**config.mk**
```make
export PLATFORM = sky130hd
export DESIGN_NAME = fetch_unit
export DESIGN_NICKNAME = d
export VERILOG_FILES = /design/src/rtl/fetch_unit_pkg.sv /design/src/rtl/fetch_buffer.sv /design/src/rtl/fetch_unit.sv
export SDC_FILE = /design/constraint.sdc
export NUM_CORES = 1
export LEC_CHECK = 0
export ABC_CLOCK_PERIOD_IN_PS = 2450
export CORE_UTILIZATION = 30
export DETAILED_ROUTE_END_ITERATION = 7
export SLEW_MARGIN = 0
export SYNTH_ARGS = -nofsm -noshare
export SYNTH_HDL_FRONTEND = slang
export SYNTH_HIERARCHICAL = 1
export SYNTH_SLANG_ARGS = --single-unit
```
**constraint.sdc**
```tcl
create_clock -name i_clk -period 2.45 [get_ports i_clk]
set_clock_uncertainty 0.05 [all_clocks]
set_input_delay 0.6125 -clock i_clk [delete_from_list [all_inputs] [get_ports i_clk]]
set_output_delay 0.6125 -clock i_clk [all_outputs]
set_load 0.05 [all_outputs]
```
**src/rtl/fetch_unit_pkg.sv**
```systemverilog
// Shared definitions for the instruction fetch unit.
//   OPCODE / FUNCT3 / FUNCT7 : widths of the decoded instruction fields
//   fetch_state_e            : fetch FSM states
//   resp_pending()           : true in states that own an in-flight imem request
package fetch_unit_pkg;

  localparam int OPCODE = 7;
  localparam int FUNCT3 = 3;
  localparam int FUNCT7 = 7;

  typedef enum logic [1:0] {
    ST_BOOT  = 2'd0,  // one idle cycle after reset release
    ST_FETCH = 2'd1,  // request presented to imem
    ST_WAIT  = 2'd2,  // granted, waiting for the response
    ST_DRAIN = 2'd3   // granted before a redirect, response will be dropped
  } fetch_state_e;

  function automatic logic resp_pending(input fetch_state_e s);
    return (s == ST_WAIT) || (s == ST_DRAIN);
  endfunction

endpackage

```
**src/rtl/fetch_buffer.sv**
```systemverilog
// Two-entry instruction FIFO between imem responses and the decoder.
//   i_clk, i_rst_n           : clock, async active-low reset
//   push, push_instr, push_pc: write one {instr, pc} entry
//   pop                      : consume the head entry
//   flush                    : drop all entries (wins over push/pop)
//   full, empty              : occupancy flags
//   head_instr, head_pc      : head entry, forced to zero while empty
module fetch_buffer #(
  parameter int XLEN = 32
) (
  input  logic            i_clk,
  input  logic            i_rst_n,
  input  logic            push,
  input  logic [XLEN-1:0] push_instr,
  input  logic [XLEN-1:0] push_pc,
  input  logic            pop,
  input  logic            flush,
  output logic            full,
  output logic            empty,
  output logic [XLEN-1:0] head_instr,
  output logic [XLEN-1:0] head_pc
);

  logic [XLEN-1:0] instr_q [2];
  logic [XLEN-1:0] pc_q    [2];
  logic            rd_ptr;
  logic            wr_ptr;
  logic [1:0]      count;
  logic            pop_ok;
  logic            push_ok;

  assign empty  = (count == 2'd0);
  assign full   = (count == 2'd2);
  assign pop_ok = pop & ~empty;
  // A pop in the same cycle frees a slot, so a full buffer still accepts.
  assign push_ok = push & (~full | pop_ok);

  always_ff @(posedge i_clk or negedge i_rst_n) begin
    if (!i_rst_n) begin
      rd_ptr <= 1'b0;
      wr_ptr <= 1'b0;
      count  <= 2'd0;
      for (int i = 0; i < 2; i++) begin
        instr_q[i] <= '0;
        pc_q[i]    <= '0;
      end
    end else if (flush) begin
      rd_ptr <= 1'b0;
      wr_ptr <= 1'b0;
      count  <= 2'd0;
    end else begin
      if (push_ok) begin
        instr_q[wr_ptr] <= push_instr;
        pc_q[wr_ptr]    <= push_pc;
        wr_ptr          <= ~wr_ptr;
      end
      if (pop_ok) rd_ptr <= ~rd_ptr;
      count <= count + {1'b0, push_ok} - {1'b0, pop_ok};
    end
  end

  // Zero the head when empty so the decoder never sees flushed data.
  assign head_instr = empty ? '0 : instr_q[rd_ptr];
  assign head_pc    = empty ? '0 : pc_q[rd_ptr];

endmodule

```
**src/rtl/fetch_unit.sv**
```systemverilog
// Instruction fetch unit: sequential PC generation, single-outstanding imem
// request handshake, redirect/flush handling, 2-entry buffer to the decoder.
//   i_clk, i_rst_n                   : clock, async active-low reset
//   o_imem_req, o_imem_addr          : request and word-aligned fetch address
//   i_imem_gnt                       : request accepted this cycle
//   i_imem_rvalid, i_imem_rdata      : one response per grant
//   i_redirect, i_redirect_pc        : taken branch/jump, flush and refetch
//   o_instr_valid, i_instr_ready     : decoder handshake
//   o_instr, o_pc                    : buffer head word and its address
//   o_opcode, o_funct3, o_funct7     : fields sliced from o_instr
module fetch_unit
  import fetch_unit_pkg::*;
#(
  parameter int              XLEN     = 32,
  parameter logic [XLEN-1:0] RESET_PC = '0
) (
  input  logic              i_clk,
  input  logic              i_rst_n,
  output logic              o_imem_req,
  output logic [XLEN-1:0]   o_imem_addr,
  input  logic              i_imem_gnt,
  input  logic              i_imem_rvalid,
  input  logic [XLEN-1:0]   i_imem_rdata,
  input  logic              i_redirect,
  input  logic [XLEN-1:0]   i_redirect_pc,
  output logic              o_instr_valid,
  input  logic              i_instr_ready,
  output logic [XLEN-1:0]   o_instr,
  output logic [XLEN-1:0]   o_pc,
  output logic [OPCODE-1:0] o_opcode,
  output logic [FUNCT3-1:0] o_funct3,
  output logic [FUNCT7-1:0] o_funct7
);

  fetch_state_e    state, state_n;
  logic [XLEN-1:0] pc, pc_n;
  logic [XLEN-1:0] req_pc, req_pc_n;  // address of the in-flight request
  logic            gnt_fire;
  logic            still_pending;
  logic            push;
  logic            pop;
  logic            flush;
  logic            buf_full;
  logic            buf_empty;

  always_ff @(posedge i_clk or negedge i_rst_n) begin
    if (!i_rst_n) begin
      state  <= ST_BOOT;
      pc     <= RESET_PC;
      req_pc <= '0;
    end else begin
      state  <= state_n;
      pc     <= pc_n;
      req_pc <= req_pc_n;
    end
  end

  // Nothing is outstanding in FETCH, so a free buffer slot is the only gate.
  assign o_imem_req  = (state == ST_FETCH) & ~buf_full;
  assign o_imem_addr = pc;
  assign gnt_fire    = o_imem_req & i_imem_gnt;

  // A request still owes a response after this cycle if it was just granted,
  // or was already in flight and its response is not arriving now. Going to
  // DRAIN without a response still owed would stall forever.
  assign still_pending = gnt_fire | (resp_pending(state) & ~i_imem_rvalid);

  always_comb begin
    state_n  = state;
    pc_n     = pc;
    req_pc_n = req_pc;
    push     = 1'b0;
    flush    = 1'b0;
    case (state)
      ST_BOOT:  state_n = ST_FETCH;
      ST_FETCH: begin
        if (gnt_fire) begin
          pc_n     = pc + XLEN'(4);
          req_pc_n = pc;
          state_n  = ST_WAIT;
        end
      end
      ST_WAIT: begin
        if (i_imem_rvalid) begin
          push    = 1'b1;
          state_n = ST_FETCH;
        end
      end
      ST_DRAIN: begin
        if (i_imem_rvalid) state_n = ST_FETCH;
      end
      default: state_n = ST_BOOT;
    endcase
    // Redirect overrides everything above.
    if (i_redirect) begin
      flush   = 1'b1;
      push    = 1'b0;
      pc_n    = i_redirect_pc & ~XLEN'(3);
      state_n = still_pending ? ST_DRAIN : ST_FETCH;
    end
  end

  assign pop = o_instr_valid & i_instr_ready;

  fetch_buffer #(.XLEN(XLEN)) u_buf (
    .i_clk      (i_clk),
    .i_rst_n    (i_rst_n),
    .push       (push),
    .push_instr (i_imem_rdata),
    .push_pc    (req_pc),
    .pop        (pop),
    .flush      (flush),
    .full       (buf_full),
    .empty      (buf_empty),
    .head_instr (o_instr),
    .head_pc    (o_pc)
  );

  assign o_instr_valid = ~buf_empty;
  assign o_opcode      = o_instr[6:0];
  assign o_funct3      = o_instr[14:12];
  assign o_funct7      = o_instr[31:25];

endmodule

```
==> results.sh <==
export IMPL_outcome="complete, no violations"
export IMPL_area_of_the_mapped_netlist_sq_um=9370
export IMPL_crit_path_start_kind="flop"
export IMPL_detail_route_first_pass_iterations=5
export IMPL_timing_worst_slew_pin_value_ns=0.590
export IMPL_compound_gate_fraction_of_synth_area_pct=3.47
export IMPL_synth_xor_xnor_area_share_pct=1.31
export IMPL_clockRootBuffer="clkbuf_16"
export IMPL_routed_wire_length_per_instance_um=17.4
export IMPL_synth_top_area_cell="dfrtp_1"
export IMPL_synth_warnings=6
export IMPL_layout_nets=1087
export IMPL_floorplan_core_area_sq_um=30700
export IMPL_worst_hold_path_type="in2async"
export IMPL_max_cap_violations=0
export IMPL_criticalPathCategory="reg2out"
export IMPL_fp_dieArea_sq_um=31900
export IMPL_residual_antenna_violating_net_count_after_detailed_routing=0
export IMPL_top_level_ports=185
export IMPL_rsz_0062_raised_after_global_routing="true"
export IMPL_timing_final_crit_share_pct=99.4
export IMPL_synth_top_cell_area_share_pct=51.8
export IMPL_ys_async_sr_fraction_pct=100
export IMPL_ys_flop_type="dfrtp_1"
export IMPL_layout_drive_gt1_share_pct=35.9
export IMPL_wl_mm=24.8
export IMPL_clock_fmax_ghz=0.411
export IMPL_r2r_end="o_imem_addr[22]$_DFFE_PN0P_"
export IMPL_tritoncts_clock_tree="built"
export IMPL_synth_adder_area_share_pct=0.401
export IMPL_flow_area_growth_from_synthesis_pct=42.0
export IMPL_dominant_combinational_cell_family_by_area_after_synthesis="multiplexers"
export IMPL_place_detailed_hpwl_mm=16.5
export IMPL_worst_skew_pair_late_latency_ns=0.43
export IMPL_report_final_slew_viol_count=0
export IMPL_timing_critical_path_fanout_max=6
export IMPL_finalCriticalPeriod_ns=2.43
export IMPL_route_detailed_drc=0
export IMPL_netlist_cell_type_count=42
export IMPL_worst_endpoint_arrival_ns=1.77
export IMPL_finalSetupViolations=0
export IMPL_crit_path_end_kind="primary output"
export IMPL_place_port_buffers=180
export IMPL_gp_routability_congestion=0.783
export IMPL_number_of_global_route_vias_before_repair=6786
export IMPL_ff2ff_path_depth=5
export IMPL_post_layout_total_power_mw=8.56
export IMPL_timing_hold_violations_final=0
export IMPL_count_of_routing_violations_after_the_opening_detailed_route_iteration=283
export IMPL_globalRouteOverflowTotal=0
export IMPL_ir_worst_vdd_v=0.000442
export IMPL_worst_ep_required_time_ns=1.79
export IMPL_synth_simple_gate_area_share_pct=13.4
export IMPL_clk_path_buf_depth=2
export IMPL_final_fill_count=2873
export IMPL_synth_sequential_area_ratio_pct=51.8
export IMPL_post_synth_cell_area_avg_sq_um=11.6
export IMPL_clkSinkCount=194
export IMPL_num_antenna_cells=0
export IMPL_cts_made_buffers=17
export IMPL_syn_inst=809
export IMPL_grt_usage_pct=15.4
export IMPL_num_rows=64
export IMPL_grt_start_max_net_pins=52
export IMPL_netlist_top_cells_area="dfrtp_1, mux2_4, mux2_2"
export IMPL_synth_enable_flop_cells=0
export IMPL_ff2ff_setup_slack_ns=0.18
export IMPL_detailroute_via_count=6784
export IMPL_synth_mux_area_fraction_pct=24.7
export IMPL_synth_seq_cells=194
export IMPL_avgViaCountPerCell=4.77
export IMPL_holdWs_ns=0.0964
export IMPL_die_x_um=179
export IMPL_cellPowerDensity_nw_per_um2=643
export IMPL_initial_utilization_pct=30.5
export IMPL_number_of_antenna_violations_at_the_first_check_in_global_routing=1
export IMPL_clk_transition_reported_paths_ns=0.08
export IMPL_slew_limit_headroom_pct=60.6
export IMPL_die_h_um=179
export IMPL_worstReg2RegStart="u_buf/count[1]$_DFF_PN0_"
export IMPL_grt_first_pass_wirelength_mm=37.7
export IMPL_static_leakage_power_nw=5.87
export IMPL_cts_max_level=4
-- what timing repair did --
item	in CTS	in global routing
buffers inserted	3	2
gates resized for setup	32	81
hold buffers	0	0
setup endpoints to repair	74	88
cloned	1	7
pin swaps	0	5
-- worst max-delay path, stage by stage (launching register included) --
cell	delay, ns
dfrtp_4	0.50
buf_8	0.16
clkbuf_16	0.17
mux2i_1	0.14
nor2_1	0.19
buf_12	0.17
-- how the worst max path moves through the flow --
stage / from / to
floorplan: u_buf/rd_ptr$_DFFE_PN0P_ / o_funct3[0]
detailed placement: i_imem_gnt / o_imem_addr[22]$_DFFE_PN0P_
global route: u_buf/rd_ptr$_DFFE_PN0P_ / o_funct7[3]
CTS: u_buf/rd_ptr$_DFFE_PN0P_ / o_instr[31]
finish: u_buf/rd_ptr$_DFFE_PN0P_ / o_pc[18]
global placement: i_imem_gnt / o_imem_addr[22]$_DFFE_PN0P_
-- cells in the mapped netlist (all sizes together), types with 5 or more instances --
library cell,instances
buf,48
xor2,8
nand3,14
a31oi,18
mux2i,65
mux2,128
o21ai,21
clkbuf,20
nand2,117
xnor2,6
nor2,86
nor4,5
inv,7
nand4,10
or4,16
or3,7
dfrtp,194
o31ai,12
-- per-layer routing --
metal  vias to the layer above  wire length (um)  GRT usage, %  share of wire (%)
met4                         2               161          2.93               0.65
met3                        11              1250          3.69                5.0
li1                       3206                 -             -                  -
met2                       188             11500          24.3                 46
met5                         -                17             0              0.068
met1                      3377             11900          21.5                 48
-- through the flow --
step                      std cells  instance area, sq um  TNS, ns  setup WS [ns]  utilization (%)
after global routing           1423                 13300    -1.51        -0.0552             43.4
after floorplan                 814                  9500  -0.0546        -0.0546                -
final                          1423                 13300        0         0.0157             43.4
after detailed placement       1379                 12100   -22.10         -0.384             39.5
after CTS                      1415                 12900   -0.673        -0.0429             42.0
after global placement         1379                 12100   -18.26         -0.361             39.5
-- placed cells by master, fill, tap and decap left out, types with 10 or more instances in the layout --
cell type        synthesis  layout
mux2i_1                 65      47
or4_1                   16      15
clkdlybuf4s50_1          0      73
clkbuf_16                0      21
a31oi_1                 18      18
nor2_4                   0      15
nor2_2                   0      11
buf_4                   25      51
mux2_4                  60      60
o21ai_0                 18      18
mux2i_2                  0      17
buf_12                   0      39
o31ai_1                 12      12
dfrtp_1                194     189
nand2_1                117     117
nand3_1                 12      11
buf_6                    8      53
nor2_1                  86      60
nand4_1                 10      10
dlygate4sd2_1            0      14
mux2_2                  64      64
-- power by group --
| part | switching [mW] | internal, mW |
|---|---|---|
| logic | 0.825 | 0.717 |
| clock network | 1.47 | 1.52 |
| registers | 0.351 | 3.67 |
-- flip-flops by register name, indices dropped and copies added (netlist names) --
| name | count |
|---|---|
| u_buf/pc_q | 64 |
| state | 2 |
| o_imem_addr | 30 |
| u_buf/rd_ptr | 1 |
| req_pc | 30 |
| u_buf/wr_ptr | 1 |
| u_buf/count | 2 |
| u_buf/instr_q | 64 |
-- cell families (layout without fill, tap and decap cells) --
| group | after synthesis | in the layout |
|---|---|---|
| xor gates and xnor gates | 14 | 14 |
| and+or+nand+nor | 276 | 276 |
| muxes | 193 | 193 |
| other | 1 | 6 |
| adders and majority gates | 3 | 3 |
| AOI/OAI and AO/OA | 53 | 53 |
| buffers and inverters | 75 | 288 |
| DFF | 194 | 194 |
-- area by class of cell --
type	count	area (sq um)	area share [%]
Multi-Input combinational cell	545	4330	32.5
Tap cell	396	495	3.73
Clock buffer	17	425	3.20
Sequential cell	194	4860	36.6
Timing Repair Buffer	249	2950	22.1
Inverter	7	26.3	0.198
Clock inverter	15	218	1.64
Note: power is estimated with default switching activity, not from simulation.
==> RTL edit 1, RTL diff (config.mk and constraints unchanged) <==
`XLEN` is set to 32 in 2 places; all go to 64.
--- a/src/rtl/fetch_buffer.sv
+++ b/src/rtl/fetch_buffer.sv
@@ -8,3 +8,3 @@
 module fetch_buffer #(
-  parameter int XLEN = 32
+  parameter int XLEN = 64
 ) (
--- a/src/rtl/fetch_unit.sv
+++ b/src/rtl/fetch_unit.sv
@@ -13,3 +13,3 @@
 #(
-  parameter int              XLEN     = 32,
+  parameter int              XLEN     = 64,
   parameter logic [XLEN-1:0] RESET_PC = '0
Interface: changed (5 resized); port bits go from 185 to 345. No check against the original RTL was run, so the function may have changed too.
==> RTL edit 1 against the unedited design <==
The run now ends with setup timing left; sequential cell count grew 192; wire length grew 140%; worst setup slack lost 0.27 ns; design area grew 110%; synthesized cell count grew 92%; sequential share of layout area shrank 1.6 points; area after synthesis grew 96%; power grew 110%; maximum frequency shrank 10%; largest cell class unchanged.
==> RTL edit 1: results (changes against the unedited design) <==
CTS
  – Setup Fix Bufs, Post-CTS: 17 (+14)
  – Htree depth: 2 (-2)
  – Clock Path Buffers: 3 (+1)
  – Post-CTS Hold Buffers: 1 (+1)
  – Worst-path clk slew: 0.06 ns (-0.02 ns)

Timing
  – Setup TNS: -24.47 ns (-24.47 ns)
  – Final WS setup: -0.259 ns (-0.275 ns)
  – Rel. slew slack: 57.0% (-3.6 points)
  – Final setup violation count: 218 (+218)
  – WHS: 0.451 ns (+0.354 ns)

GRT
  – Pin count of the biggest net entering global routing: 87 (+67%)
  – GRT Util Overall: 17.9% (+2.5 points)
  – Vias in the first global route: 14100 (+110%)
  – Number of antenna violations at the first check in global routing: 4 (+3)
  – Met3 Resource Use GR: 4.85% (+1.2 points)
  – Met2 usage: 29.0% (+4.7 points)
  – GRT met1 Usage: 23.4% (+1.8 points)

Setup path
  – Worst Path Max Fanout: 32 (+26)
  – Delay-heaviest family, CP: buffers and inverters
  – Worst reg2reg endpoint: u_buf/instr_q[87]$_DFFE_PN0P_
  – CP Capture Point: o_funct7[3]
  – Flop-to-flop setup slack: -0.05 ns (-0.23 ns)
  – Arrival @ worst endpoint: 2.05 ns (+0.28 ns)
  – Reg2Reg Depth: 11 (+6)

Power
  – Leak Pwr: 12.3 nW (+110%)
  – VDD IR max: 0.471 mV (+6.6%)
  – Switching power total: 5.18 mW (+96%)

Routing
  – Metal3 WL: 3.44 mm (+180%)
  – Post-DR wirelength/cell: 21.2 µm (+22%)
  – Initial DRC count: 727 (+160%)
  – Met2 wire length: 28.6 mm (+150%)
  – Vias per cell: 4.80 (+0.70%)
  – M1 WL: 26.5 mm (+120%)

Layout
  – Biggest regs: u_buf/instr_q x128, u_buf/pc_q x128
  – Post-Layout Cell Count: 2829 (+99%)
  – Final net count: 2146 (+97%)
  – Layout cells sized above 1: 40.7% (+4.8 points)

Outcome
  – Violated checks: setup timing
  – Status: finished, violations left

Worst hold path
  – Min-Delay Path Class: register to register

Synthesis
  – Register area share after synthesis: 52.7% (+0.84 points)
  – Synth cell types: 50 (+19%)
  – Largest cells by area after synthesis: dfrtp_1 53%, mux2_4 9.8%, mux2_2 8.5%
  – Top cells by count, synth: 386 x dfrtp_1, 227 x nand2_1, 162 x nor2_1
  – Synth Instances: 1550 (+92%)
## RTL edit 1: area by class of cell
class	count	area (µm²)
multi-input combinational	1044	8870
timing repair buffer	516	6540
inverter	15	58.8
clock inverter	14	159
antenna	2	5.00
clock buffer	70	1400
sequential	386	9670
tap	782	978
fill	5403	32700
## RTL edit 1: cells by family (layout without fill, tap and decap cells)
group | after synthesis | in the layout | synth area share, %
simple gates | 512 | 512 | 13.0
fa+ha+maj | 3 | 3 | 0.205
buf+inv | 125 | 615 | 3.89
flops | 386 | 386 | 52.7
other cells | 1 | 8 | 0.0204
compound gates | 95 | 95 | 2.99
xor+xnor | 41 | 41 | 1.96
mux | 387 | 387 | 25.3
## RTL edit 1: power groups by stage
stage | Sequential (mW) | Clock [mW] | Combinational (mW)
detailed placement | 8.06 | 0 | 2.91
floorplan | 8.21 | 0 | 1.41
CTS | 7.97 | 7.21 | 2.98
finish | 8.01 | 7.02 | 3.20
global route | 8.13 | 7.49 | 3.46
global placement | 7.99 | 0 | 2.84
==> RTL edit 2, RTL diff (same settings) <==
Without the edit above. Make the reset (`i_rst_n`) synchronous in 2 clocked blocks. Comments in the files are not updated.
--- a/src/rtl/fetch_buffer.sv
+++ b/src/rtl/fetch_buffer.sv
@@ -37,3 +37,3 @@
 
-  always_ff @(posedge i_clk or negedge i_rst_n) begin
+  always_ff @(posedge i_clk) begin
     if (!i_rst_n) begin
--- a/src/rtl/fetch_unit.sv
+++ b/src/rtl/fetch_unit.sv
@@ -45,3 +45,3 @@
 
-  always_ff @(posedge i_clk or negedge i_rst_n) begin
+  always_ff @(posedge i_clk) begin
     if (!i_rst_n) begin
Check against the original RTL: differs if i_rst_n is asserted again (counterexample within 4 cycles, from zero or initial values and one cycle with i_rst_n low); with i_rst_n held inactive, the same outputs for 4 cycles.
==> RTL edit 2 against the unedited design <==
Design area down 8.6%; sequential share of layout area up 6.1 points; area after synthesis down 2.2%; highest routed layer is now met4; count of clock-buffer cells in the layout unchanged; sequential cell count up 1; worst setup slack better by 0.023 ns; worst hold slack better by 0.32 ns; register-to-register slack better by 0.19 ns; wire length down 10%; utilization down 2.7 points; maximum frequency up 0.96%; global-route usage down 0.92 points.
Power is not compared: it rests on default switching activity, and its combinational part moved more than twofold at a synthesized area within 25%.
==> RTL edit 2: results (changes against the unedited design) <==
Outcome
  – Status: finished clean

Worst hold path
  – Min-Delay Path Class: register to register

Timing
  – Post-route clock period utilization: 98.4% (-0.94 points)
  – Worst-Margin Slew: 0.543 ns (-0.0464 ns)

Synthesis
  – Primary FF master, synth: edfxtp_1
  – Async set-reset flop share out of synthesis: 0% (-100 points)
  – Synth Instances: 834 (+3.1%)
  – Register area share after synthesis: 56.6% (+4.8 points)
  – Number of synthesized flops with an enable pin: 128 (+128)

Setup path
  – Flop-to-flop setup slack: 0.37 ns (+0.19 ns)
  – Arrival @ worst endpoint: 1.75 ns (-0.02 ns)
  – CP max stage cell: clkdlybuf4s50_1
  – Delay-heaviest family, CP: buffers and inverters
  – Crit path largest cell delay: 0.87 ns (+0.37 ns)

Placement
  – Cell Area, Placed: 0.0116 mm² (-4.5%)
  – Placer Congestion: 0.764 (-2.4%)
  – Dpl cells: 1386 (+0.51%)
  – Pre-CTS setup slack: -0.367 ns (+0.0166 ns)

GRT
  – Vias in the first global route: 6238 (-8.1%)
  – GRT Util Overall: 14.5% (-0.92 points)

Layout
  – Final net count: 1088 (+0.092%)
  – Layout cells sized above 1: 18.8% (-17 points)

Routing
  – Vias per cell: 4.62 (-3.2%)
  – Initial DRC count: 376 (+33%)
  – Final wirelength: 22.3 mm (-10%)
## RTL edit 2: cell count changes after synthesis, sizes merged, moves of 30 or more
cell    delta
a21boi    +30
and2     +131
nand2     -43
dfxtp     +67
mux2     -128
edfxtp   +128
dfrtp    -194
## RTL edit 2: path summary, 6_finish.rpt
path,from,endpoint
worst max-delay path,o_imem_addr[14]$_SDFFE_PN0P_,o_imem_addr[14]
worst min-delay path,req_pc[7]$_SDFFE_PN0P_,req_pc[7]$_SDFFE_PN0P_
worst max register to register,u_buf/count[1]$_SDFF_PP0_,o_imem_addr[20]$_SDFFE_PN0P_
worst min register to register,req_pc[7]$_SDFFE_PN0P_,req_pc[7]$_SDFFE_PN0P_
## RTL edit 2: repair_timing
action | in CTS | in global routing
setup endpoints to repair | 8 | 48
gates cloned | 0 | 1
gates resized for setup | 8 | 14
pin swaps | 0 | 1
## RTL edit 2: cells by family (layout without fill, tap and decap cells)
family,after synthesis,count (layout),synth area share [%]
simple gates,373,373,22.5
flops,195,195,56.6
compound gates,106,106,7.63
buf+inv,81,271,4.87
mux,64,64,6.99
xor+xnor,12,12,1.15
fa+ha+maj,2,2,0.273
other cells,1,6,0.0409
## RTL edit 2: cell type report
class / count / area share (%)
flip-flops and latches: 195 / 42.7
multi-input cells: 563 / 29.8
repair buffers: 232 / 18.8
well taps: 390 / 4.01
clock buffers: 17 / 3.50
clock inverters: 15 / 0.998
inverters: 7 / 0.216
## RTL edit 2: where the power goes
| part | total, mW | switching (mW) | internal [mW] | leakage (nW) |
|---|---|---|---|---|
| Combinational | 0.640 | 0.365 | 0.275 | 2.46 |
| Sequential | 3.71 | 0.0921 | 3.61 | 1.87 |
| Clock | 2.61 | 1.28 | 1.33 | 0.264 |
## RTL edit 2: metal layers
layer	track usage, %	share of wire (%)
met1	20.6	49
met2	22.3	45
met3	2.86	5.1
met4	4.06	1.2
met5	0	0
